### src/rtl/hazard_pkg.sv
// Shared types and constants for the pipeline hazard controller.
package hazard_pkg;

  localparam int REG_AW = 5;

  // ALU operand source selects
  localparam logic [1:0] FWD_RF  = 2'b00;
  localparam logic [1:0] FWD_WB  = 2'b01;
  localparam logic [1:0] FWD_MEM = 2'b10;

  typedef enum logic {
    RUN     = 1'b0,
    MC_WAIT = 1'b1
  } state_t;

endpackage

### src/rtl/hazard_ctrl_fwd_sel.sv
// Per-operand source compare against the Memory and Writeback destinations.
module fwd_sel
  import hazard_pkg::*;
(
  input  logic [REG_AW-1:0] rs,
  input  logic [REG_AW-1:0] rd_m,
  input  logic              we_m,
  input  logic [REG_AW-1:0] rd_w,
  input  logic              we_w,
  output logic [1:0]        sel
);

  // The younger result (Memory) wins; x0 never forwards.
  always_comb begin
    sel = FWD_RF;
    if (rs != '0 && we_m && rs == rd_m) begin
      sel = FWD_MEM;
    end else if (rs != '0 && we_w && rs == rd_w) begin
      sel = FWD_WB;
    end
  end

endmodule

### src/rtl/hazard_ctrl.sv
// Pipeline hazard controller: forwarding, load-use/branch handling, multicycle wait FSM.
// Forwarding is built only when HAZARD_FORWARD_EN is defined; otherwise hazards stall.
module hazard_ctrl
  import hazard_pkg::*;
#(
  parameter int MC_TIMEOUT = 64,
  parameter int CNT_W      = 16
) (
  input  logic              clk,
  input  logic              reset,
  input  logic [REG_AW-1:0] Rs1D,
  input  logic [REG_AW-1:0] Rs2D,
  input  logic [REG_AW-1:0] Rs1E,
  input  logic [REG_AW-1:0] Rs2E,
  input  logic [REG_AW-1:0] RdE,
  input  logic [REG_AW-1:0] RdM,
  input  logic [REG_AW-1:0] RdW,
  input  logic              RegWriteE,
  input  logic              RegWriteM,
  input  logic              RegWriteW,
  input  logic              ResultSrcE0,
  input  logic              PCSrcE,
  input  logic              McReqE,
  input  logic              McDone,
  output logic [1:0]        ForwardAE,
  output logic [1:0]        ForwardBE,
  output logic              StallF,
  output logic              StallD,
  output logic              StallE,
  output logic              FlushD,
  output logic              FlushE,
  output logic              FlushM,
  output logic              McStart,
  output logic              McErr,
  output logic [CNT_W-1:0]  StallCnt,
  output logic              fsm_state
);

  localparam int WCW = $clog2(MC_TIMEOUT + 1);

  state_t           state, state_n;
  logic [WCW-1:0]   wait_cnt, wait_cnt_n;
  logic             set_err;
  logic [1:0]       sel_a, sel_b;
  logic             lw_stall;
  logic             load_use;

  assign load_use = ResultSrcE0 && (RdE != '0) && (RdE == Rs1D || RdE == Rs2D);

`ifdef HAZARD_FORWARD_EN
  fwd_sel u_fwd_a (.rs(Rs1E), .rd_m(RdM), .we_m(RegWriteM), .rd_w(RdW), .we_w(RegWriteW), .sel(sel_a));
  fwd_sel u_fwd_b (.rs(Rs2E), .rd_m(RdM), .we_m(RegWriteM), .rd_w(RdW), .we_w(RegWriteW), .sel(sel_b));
  assign lw_stall = load_use;
  logic unused_nofwd;
  assign unused_nofwd = RegWriteE;
`else
  // Without a bypass network the same compare finds Decode sources still in flight in E or M.
  fwd_sel u_fwd_a (.rs(Rs1D), .rd_m(RdM), .we_m(RegWriteM), .rd_w(RdE), .we_w(RegWriteE), .sel(sel_a));
  fwd_sel u_fwd_b (.rs(Rs2D), .rd_m(RdM), .we_m(RegWriteM), .rd_w(RdE), .we_w(RegWriteE), .sel(sel_b));
  assign lw_stall = load_use || (sel_a != FWD_RF) || (sel_b != FWD_RF);
  logic unused_fwd;
  assign unused_fwd = ^{Rs1E, Rs2E, RdW, RegWriteW};
`endif

  always_comb begin
    state_n    = state;
    wait_cnt_n = wait_cnt;
    set_err    = 1'b0;
    ForwardAE  = FWD_RF;
    ForwardBE  = FWD_RF;
    StallF     = 1'b0;
    StallD     = 1'b0;
    StallE     = 1'b0;
    FlushD     = 1'b0;
    FlushE     = 1'b0;
    FlushM     = 1'b0;
    McStart    = 1'b0;
    if (reset) begin
      FlushD     = 1'b1;
      FlushE     = 1'b1;
      FlushM     = 1'b1;
      state_n    = RUN;
      wait_cnt_n = '0;
    end else begin
`ifdef HAZARD_FORWARD_EN
      ForwardAE = sel_a;
      ForwardBE = sel_b;
`endif
      case (state)
        RUN: begin
          if (PCSrcE) begin
            FlushD = 1'b1;
            FlushE = 1'b1;
          end else begin
            if (lw_stall) begin
              StallF = 1'b1;
              StallD = 1'b1;
              FlushE = 1'b1;
            end
            if (McReqE) begin
              McStart    = 1'b1;
              StallF     = 1'b1;
              StallD     = 1'b1;
              StallE     = 1'b1;
              FlushM     = 1'b1;
              state_n    = MC_WAIT;
              wait_cnt_n = '0;
            end
          end
        end
        MC_WAIT: begin
          if (McDone) begin
            state_n    = RUN;
            wait_cnt_n = '0;
          end else begin
            StallF = 1'b1;
            StallD = 1'b1;
            StallE = 1'b1;
            FlushM = 1'b1;
            if (wait_cnt == WCW'(MC_TIMEOUT - 1)) begin
              set_err    = 1'b1;
              state_n    = RUN;
              wait_cnt_n = '0;
            end else begin
              wait_cnt_n = wait_cnt + WCW'(1);
            end
          end
        end
        default: state_n = RUN;
      endcase
    end
  end

  always_ff @(posedge clk) begin
    if (reset) begin
      state    <= RUN;
      wait_cnt <= '0;
      McErr    <= 1'b0;
      StallCnt <= '0;
    end else begin
      state    <= state_n;
      wait_cnt <= wait_cnt_n;
      if (set_err) McErr <= 1'b1;
      if (StallD && StallCnt != '1) StallCnt <= StallCnt + CNT_W'(1);
    end
  end

  assign fsm_state = state;

endmodule

### config.mk
export PLATFORM = sky130hd
export DESIGN_NAME = hazard_ctrl
export DESIGN_NICKNAME = d
export VERILOG_FILES = /design/src/rtl/hazard_pkg.sv /design/src/rtl/hazard_ctrl_fwd_sel.sv /design/src/rtl/hazard_ctrl.sv
export SDC_FILE = /design/constraint.sdc
export NUM_CORES = 1
export LEC_CHECK = 0
export CAP_MARGIN = 20
export CORE_MARGIN = 5
export CORE_UTILIZATION = 60
export DETAILED_ROUTE_END_ITERATION = 6
export DONT_BUFFER_PORTS = 1
export GPL_TIMING_DRIVEN = 0
export PLACE_DENSITY = 0.77
export SLEW_MARGIN = 20
export SYNTH_ARGS = -nofsm -noshare
export SYNTH_HDL_FRONTEND = slang
export SYNTH_HIERARCHICAL = 1
export SYNTH_SLANG_ARGS = --single-unit
### constraint.sdc
create_clock -name clk -period 5.2 [get_ports clk]
set_input_delay 1.56 -clock clk [delete_from_list [all_inputs] [get_ports clk]]
set_output_delay 1.56 -clock clk [all_outputs]
set_load 0.05 [all_outputs]
==> flow_summary.yaml, run 1 <==
layout:
  drive_gt1_frac: 0.107
  antenna_cells: 0
  final_common_cell: "dfxtp_1"
  fillCellCount: 234
  layout_common_cells: "dfxtp_1, nor2_1, nand2_1, xor2_1, xnor2_1"
  area_growth_pct: 6.11
  utilization: 0.670
  finish.net_count: 271
yosys:
  ys.flop_type: "dfxtp_1"
  synth-simple-area-share: 0.272
  yosysTopAreaCellShare: 0.287
  netlist_instances: 216
  synth_mux_area_frac: 0.0194
  synth_cell_types: 43
  async_flop_share: 0
  synth_top_area_cell: "dfxtp_1"
  synth-seq-cells: 25
  synth-compound-area-share: 0.173
  synth-xor-area-share: 0.171
  synth_area_per_cell_um2: 8.06
  yosys_warnings: 6
  synthTopCellsByArea: "dfxtp_1, xor2_1, xnor2_1"
  syn_area_um2: 1740
  synth_adder_area_share: 0.0144
  synth_edf_count: 0
  synth_top_family_by_area: "simple AND/OR/NAND/NOR gates"
  ys_seq_area_frac: 0.287
floorplanning:
  core_um2: 2760
  initial_core_util: 0.632
  die_w_um: 63.9
  dieArea_um2: 4080
  die_y_um: 63.9
  row_count: 19
  pin_count: 73
sta:
  fmax_mhz: 199
  rsz0062_at_grt: "false"
  setup_viol: 0
  slew_headroom: 0.392
  final_hold_viol_count: 0
  fin_crit_sh: 0.967
  skew_ps: 7.70
  setup_tns_ps: 0
  fin_crit_ps: 5030
  timing.final.max_slew_violations: 0
  worst_pin_slew_ps: 909
grt:
  grt_overflow_total: 0
  grt_pass1_vias: 1680
  grt_first_pass_wirelength_um: 7280
  antenna_found_initial: 0
  grt_use_total: 0.211
  grt_start_max_net_pins: 20
placement:
  io_buffers: 0
  dp_hpwl_um: 3430
  gp_congestion: 0.848
critical_path:
  cp_slowest_cell: "or4_1"
  cp.arrival_ps: 3470
  path_delay_family: "simple AND/OR/NAND/NOR gates"
  path_cells: "or4_1, nor2_1, and3b_1, nor4_2, o211a_1, buf_6, nor2_4, buf_4"
  path_max_fanout: 19
  cp.buffers_inverters: 2
  start_kind: "primary input"
  crit_type: "in -> out"
  endpoint_kind: "output port"
  crit_path_max_incr_delay_ps: 500
  cp_data_required_time_ps: 3640
route:
  route.detailed.drc: 0
  via_count: 1620
  viasPerCell: 6.35
  drtPass1Iterations: 4
  wire_per_inst_um: 16.6
  wl_um: 4230
  drtIter0Drc: 136
  antenna_left: 0
run:
  drv_cap: 0
clock_network:
  insertion_delay_ps: 330
  cts.clk_slew.worst_paths_ps: 150
  cts_buffer_depth: 2
  cts_root_buffer: "clkbuf_4"
  ctsHoldBuffers: 0
  htree_levels: 1
  cts_tree: "built"
  cts_buffers: 3
  cts.sinks: 25
pwr:
  ir_worst_vdd_mv: 0.177
  cellPowerDensity_nw_per_um2: 208
  p_leak_nw: 0.658
hold_path:
  min_path_type: "reg -> reg"
run_status:
  status: "finished, final reports clean"
state kept, by name, indices dropped and copies added, names as in the netlist:
register	flops
McErr	1
StallCnt	16
fsm_state	1
wait_cnt	7
final timing paths:
path	startpoint	to	slack, ps	cells after the start
min reg2reg	wait_cnt[6]$_SDFFE_PP0P_	wait_cnt[6]$_SDFFE_PP0P_	480	1
max reg2reg	StallCnt[0]$_SDFFE_PP0P_	StallCnt[12]$_SDFFE_PP0P_	2540	8
min	wait_cnt[6]$_SDFFE_PP0P_	wait_cnt[6]$_SDFFE_PP0P_	480	1
max	Rs1D[1]	StallF	170	8
routing by layer:
layer	track usage	wire length [µm]	vias up
met5	0	0	-
met4	0.0312	10	0
met3	0.0911	467	4
met2	0.377	2140	79
met1	0.234	1620	744
li1	-	-	793
worst register-to-register path: stages (launching register included):
cell      delay [ps]
dfxtp_1          720
ha_1             270
nand3_1          160
nor2_1           350
a41o_1           250
clkbuf_1         310
buf_2            300
o31ai_1          100
a21oi_1          150
through the flow:
step / setup slack [ps] / instance area (µm²) / total power [mW] / hold WS (ps) / cells
2_1_floorplan: 119 / 1760 / 0.279 / 440 / 219
3_3_place_gp: -111 / 1790 / 0.289 / 455 / 250
3_5_place_dp: -147 / 1810 / 0.293 / 461 / 252
4_1_cts: 167 / 1850 / 0.387 / 483 / 255
5_1_grt: 33.4 / 1850 / 0.402 / 513 / 255
6_report: 174 / 1850 / 0.385 / 481 / 255
cell families after synthesis:
group / after synthesis
AO/OA/AOI/OAI: 41
adder cells (fa/ha/maj): 2
other: 1
XOR/XNOR: 34
multiplexers: 3
AND/OR/NAND/NOR: 90
buffers and inverters: 20
flip-flops: 25
Yosys cell counts (6+ instances only):
library cell	instances
dfxtp_1	25
nor2_1	23
nand2_1	21
xor2_1	20
xnor2_1	14
or4_1	9
a21oi_1	7
nand4_1	7
o311ai_0	6
power breakdown:
group / total, mW / internal [mW] / switching (mW)
clock: 0.0952 / 0.0314 / 0.0638
sequential: 0.201 / 0.194 / 0.00715
combinational: 0.0887 / 0.0307 / 0.0580
cell type report:
type	instances	area, µm²	area share
tap	31	38.8	0.0210
timing repair buffer	2	11.3	0.00609
sequential	25	500	0.271
clock buffer	3	22.5	0.0122
buffer	13	77.6	0.0420
multi-input combinational	174	1170	0.631
inverter	6	22.5	0.0122
clock inverter	1	8.76	0.00474
timing repair:
action / 4_1_cts / 5_1_grt
setup buffers: 0 / 0
gates resized for setup: 2 / 0
setup endpoints to repair: 1 / 0
No activity file was read; power rests on OpenSTA's default activity.
==> run 2, diff against run 1 <==
Settings changed: SYNTH_HIERARCHICAL 1 to not set.
==> run 2 against run 1 <==
Effect of this change:
- non-clock buffer count fell by 3
- clock skew rose by 0.81 ps
- clock power fell by 4.4%
- combinational power fell by 15%
- critical endpoint unchanged
==> flow_summary.yaml, run 2 <==
sta:
  skew_ps: 8.51
  worst_pin_slew_ps: 953
  fin_crit_ps: 5000
  rsz0062_at_grt: "false"
  fin_crit_sh: 0.962
  timing.final.max_slew_violations: 0
  final_hold_viol_count: 0
  setup_viol: 0
  fmax_mhz: 200
  slew_headroom: 0.360
  whs_ps: 502
  setup_tns_ps: 0
layout:
  antenna_cells: 0
  finish.net_count: 240
  largest_reg_flops: 16
  drive_gt1_frac: 0.104
  top_regs: "StallCnt: 16 flops, wait_cnt: 7 flops"
  utilization: 0.668
  final_cells: 223
  regMostFlops: "StallCnt"
  layout_common_cells: "dfxtp_1, xnor2_1, nor2_1, nand3_1"
  area_growth_pct: 7.21
yosys:
  ys_seq_area_frac: 0.324
  synth-compound-area-share: 0.175
  synth-xor-area-share: 0.165
  yosys_warnings: 0
  synth_mux_area_frac: 0.0389
  synth_adder_area_share: 0.0162
  ys.flop_type: "dfxtp_1"
  synth-seq-cells: 25
  netlist_instances: 182
  synth_cell_types: 41
  async_flop_share: 0
  yosys-top-cells-count: "dfxtp_1, xnor2_1, nor2_1"
  synth_area_per_cell_um2: 8.48
  yosysTopAreaCellShare: 0.324
  syn_area_um2: 1540
  synthTopCellsByArea: "dfxtp_1, xnor2_1, nor2_1"
  synth_edf_count: 0
  synth_top_family_by_area: "simple AND/OR/NAND/NOR gates"
  synth-simple-area-share: 0.225
  synth_top_area_cell: "dfxtp_1"
pwr:
  ir_worst_vdd_mv: 0.157
  power_uw: 369
  cellPowerDensity_nw_per_um2: 223
  p_leak_nw: 0.595
critical_path:
  cp_slowest_cell: "or4_1"
  path_max_fanout: 6
  cp_data_required_time_ps: 3640
  path_delay_family: "compound AO/OA/AOI/OAI gates"
  path_cells: "or4_1, o211ai_1, o22ai_1, a2111oi_4, a21oi_2, buf_4"
  crit_path_max_incr_delay_ps: 550
  start_kind: "primary input"
  endpoint_kind: "output port"
  cp.arrival_ps: 3440
  crit_type: "in -> out"
  cp.buffers_inverters: 1
placement:
  dp_hpwl_um: 2740
  gp_congestion: 0.887
  dpl.cell_count: 217
  io_buffers: 0
floorplanning:
  core_um2: 2480
  pin_count: 73
  initial_core_util: 0.623
  die_y_um: 60.7
  dieArea_um2: 3690
  die_w_um: 60.7
  row_count: 18
clock_network:
  cts_tree: "built"
  cts.sinks: 25
  cts_buffer_depth: 2
  cts_resized: 0
  insertion_delay_ps: 320
  ctsHoldBuffers: 0
  cts_buffers: 3
  cts_root_buffer: "clkbuf_4"
  htree_levels: 1
  cts.clk_slew.worst_paths_ps: 140
run:
  drv_cap: 0
grt:
  antenna_found_initial: 0
  grt_start_max_net_pins: 16
  grt_pass1_vias: 1255
  grt_use_total: 0.195
  grt_first_pass_wirelength_um: 5530
  grt_overflow_total: 0
hold_path:
  min_path_type: "reg -> reg"
run_status:
  status: "finished, final reports clean"
route:
  wl_um: 3480
  route.detailed.drc: 0
  drtIter0Drc: 50
  wire_per_inst_um: 15.6
  antenna_left: 0
  drtPass1Iterations: 4
  viasPerCell: 5.90
  via_count: 1316
run 2: metal layers:
metal | up-vias | track usage | wire length, µm
li1 | 665 | - | -
met1 | 602 | 0.255 | 1550
met2 | 47 | 0.316 | 1570
met3 | 2 | 0.0511 | 335
met4 | 0 | 0.0588 | 16
met5 | - | 0 | 0
run 2: metrics by stage:
stage / setup slack [ps] / cell area (µm²)
3_5_place_dp: -53.3 / 1610
4_1_cts: 19.2 / 1640
5_1_grt: 117 / 1660
6_report: 199 / 1660
2_1_floorplan: 205 / 1560
3_3_place_gp: -27.2 / 1590
run 2: kinds of logic (layout without fill, tap and decap cells):
logic type                 after synthesis  after routing
AOI/OAI and AO/OA                       37             37
xor gates and xnor gates                29             29
other                                    1              4
buffers and inverters                   15             23
adders and majority gates                2              2
and+or+nand+nor                         67             67
DFF                                     25             25
muxes                                    6              6
run 2: worst paths after layout:
kind	to	slack, ps	from	depth (start not counted)
max	StallF	200	Rs2D[1]	6
min	wait_cnt[6]$_SDFFE_PP0P_	500	wait_cnt[6]$_SDFFE_PP0P_	1
max reg2reg	StallCnt[7]$_SDFFE_PP0P_	2480	StallCnt[4]$_SDFFE_PP0P_	8
min reg2reg	wait_cnt[6]$_SDFFE_PP0P_	500	wait_cnt[6]$_SDFFE_PP0P_	1
run 2: layout make-up:
cell class	instances	area, µm²
flip-flops and latches	25	500
clock inverters	1	7.51
well taps	30	37.5
repair buffers	4	26.3
inverters	7	26.3
multi-input cells	145	978
fillers	226	822
clock buffers	3	22.5
plain buffers	8	56.3
run 2: where the power goes:
part,internal (mW),switching (mW),total [mW],leakage (nW)
logic,0.0287,0.0468,0.0755,0.379
clock network,0.0293,0.0616,0.0910,0.0139
registers,0.194,0.00866,0.203,0.202
total,0.252,0.117,0.369,0.595
run 2: repair_timing:
item | CTS | global route
setup endpoints to repair | 1 | 1
setup buffers | 0 | 2
pin swaps | 1 | 1
==> run 3, diff against run 2 <==
Settings changed: ABC_AREA set to 1, CTS_BUF_LIST set to sky130_fd_sc_hd__clkbuf_16.
==> run 3 against run 2 <==
Effect of this change:
- power rose by 25%
- hold slack got worse by 19 ps
- sequential share of layout area fell by 6.2 points
- area after synthesis rose by 25%
- synthesized cell count rose by 68%
- routed wire length rose by 27%
- design area rose by 26%
- die area rose by 21%
- sequential cell count did not move
- register-to-register slack improved by 160 ps
- critical path depth rose by 1
- clock skew fell by 5.5 ps
- largest cell class unchanged
==> flow_summary.yaml, run 3 <==
yosys:
  ys.flop_type: "dfxtp_1"
  yosys-top-cells-count: "nand2_1, inv_1, nor2_1"
  ys_seq_area_frac: 0.258
  synth_cell_types: 33
  synth-seq-cells: 25
  synth_adder_area_share: 0.0129
  async_flop_share: 0
  synth_top_family_by_area: "simple AND/OR/NAND/NOR gates"
  synth_edf_count: 0
  yosys_warnings: 0
  synth_area_per_cell_um2: 6.33
  syn_area_um2: 1940
  synth_top_area_cell: "dfxtp_1"
  yosysTopAreaCellShare: 0.258
  netlist_instances: 306
  synth-simple-area-share: 0.407
  synth_mux_area_frac: 0
  synth-compound-area-share: 0.117
  post-synth-top-count-cell: "nand2_1"
  synthTopCellsByArea: "dfxtp_1, nand2_1, inv_1"
  synth-xor-area-share: 0.0814
grt:
  met2_usage: 0.324
  grt_first_pass_wirelength_um: 7350
  antenna_found_initial: 0
  use_met3: 0.0422
  grt_util_met1: 0.292
  grt_pass1_vias: 1661
  grt_use_total: 0.209
  grt_overflow_total: 0
  top_usage_layer: "met2"
  grt_start_max_net_pins: 15
sta:
  final_hold_viol_count: 0
  slew_headroom: 0.317
  layout_setup_ws_ps: 244
  skew_ps: 3.03
  fmax_mhz: 202
  whs_ps: 484
  fin_crit_ps: 4960
  fin_crit_sh: 0.953
  setup_viol: 0
  timing.final.max_slew_violations: 0
  rsz0062_at_grt: "false"
  setup_tns_ps: 0
  worst_pin_slew_ps: 1030
floorplanning:
  dieArea_um2: 4460
  die_y_um: 66.8
  initial_core_util: 0.629
  core_um2: 3080
  row_count: 20
  pin_count: 73
  die_w_um: 66.8
route:
  wl_um: 4410
  antenna_left: 0
  drtIter0Drc: 120
  viasPerCell: 5.27
  via_count: 1880
  route.detailed.drc: 0
  drtPass1Iterations: 4
  wire_per_inst_um: 12.3
layout:
  area_growth_pct: 7.56
  layout_common_cells: "nand2_1, inv_1, nor2_1, dfxtp_1, nand4_1"
  final_common_cell: "nand2_1"
  antenna_cells: 0
  drive_gt1_frac: 0.112
  top_regs: "StallCnt: 16 flops, wait_cnt: 7 flops"
  finish.net_count: 360
  largest_reg_flops: 16
  final_cells: 357
  regMostFlops: "StallCnt"
run:
  drv_cap: 0
clock_network:
  ctsHoldBuffers: 0
  insertion_delay_ps: 260
  cts_buffers: 3
  cts_buffer_depth: 2
  cts_resized: 0
  post_cts_buffers: 0
  cts.sinks: 25
  cts.clk_slew.worst_paths_ps: 70
  cts_tree: "built"
  htree_levels: 1
  cts_root_buffer: "clkbuf_16"
critical_path:
  reg2reg_depth: 7
  path_delay_family: "buffers and inverters"
  crit_path_max_incr_delay_ps: 360
  crit_type: "in -> out"
  start_kind: "primary input"
  path_depth: 7
  endpoint_kind: "output port"
  cpMostUsedCell: "inv_1"
  cp.buffers_inverters: 4
  cp_slowest_cell: "a21oi_4"
  path_cells: "a21oi_1, inv_1, a21oi_4, buf_2, nand2_1, inv_1, buf_4"
  cp_data_required_time_ps: 3640
  cp.arrival_ps: 3400
  path_max_fanout: 10
pwr:
  power_frac_comb: 0.187
  p_leak_nw: 0.988
  switchingPower_uw: 141
  p_sw_frac: 0.304
  intPower_uw: 322
  cellPowerDensity_nw_per_um2: 222
  clockPowerShare: 0.374
  seqPwrFrac: 0.440
  ir_worst_vdd_mv: 0.214
placement:
  dp_hpwl_um: 3480
  pre_cts_slack_ps: 259
  gp_congestion: 0.853
  dpl.cell_count: 353
  io_buffers: 0
run_status:
  status: "finished, final reports clean"
hold_path:
  min_delay_path_depth: 1
  min_path_type: "reg -> reg"
-- run 3: cell count changes in the layout (fill, tap and decap cells not counted), sizes merged, moves of 7 or more --
cell and delta:
nand2 +81, xor2 +7, inv +37, xnor2 -18
nor2 +15, a21oi +12, nand4 +15
-- run 3: path summary, 6_finish.rpt --
check | from | to | slack (ps)
worst max-delay path | PCSrcE | StallF | 240
worst min-delay path | wait_cnt[5]$_SDFFE_PP0P_ | wait_cnt[5]$_SDFFE_PP0P_ | 480
worst max register to register | fsm_state$_SDFF_PP0_ | StallCnt[2]$_SDFFE_PP0P_ | 2640
worst min register to register | wait_cnt[5]$_SDFFE_PP0P_ | wait_cnt[5]$_SDFFE_PP0P_ | 480
-- run 3: kinds of logic (layout without fill, tap and decap cells) --
logic type      after synthesis  count (layout)
compound gates               34              34
xor+xnor                     18              18
fa+ha+maj                     2               2
buf+inv                      55              59
flops                        25              25
other cells                   1               4
simple gates                171             171
-- run 3: worst register-to-register path, delay by kind of cell (launching register included) --
family                 cells  cell delay [ps]
AND/OR/NAND/NOR            1              170
buffers and inverters      3              810
AO/OA/AOI/OAI              3              770
flip-flops                 1              750
-- run 3: metrics by stage --
| stage | cell area [µm²] | total power, mW | utilization |
|---|---|---|---|
| after floorplan | 1950 | 0.281 | - |
| after global placement | 2000 | 0.292 | 0.651 |
| after global routing | 2080 | 0.482 | 0.677 |
| after detailed placement | 2000 | 0.293 | 0.651 |
| final | 2080 | 0.463 | 0.677 |
| after CTS | 2080 | 0.465 | 0.677 |
-- run 3: metal layers --
metal	part of all wire	vias up
met1	0.49	819
met3	0.066	7
li1	-	1000
met2	0.43	54
met4	0.011	0
met5	0	-
-- run 3: cell type report --
class | count | area [µm²]
tap | 44 | 55.1
fill | 294 | 995
clock inverter | 1 | 5.00
buffer | 11 | 70.1
clock buffer | 3 | 75.1
inverter | 44 | 165
multi-input combinational | 229 | 1210
sequential | 25 | 500
-- run 3: power by group through the flow --
stage	clock network, mW	registers [mW]	logic [mW]
floorplan	0	0.207	0.0740
global placement	0	0.208	0.0846
detailed placement	0	0.208	0.0855
CTS	0.176	0.203	0.0859
global route	0.183	0.204	0.0955
finish	0.173	0.203	0.0865
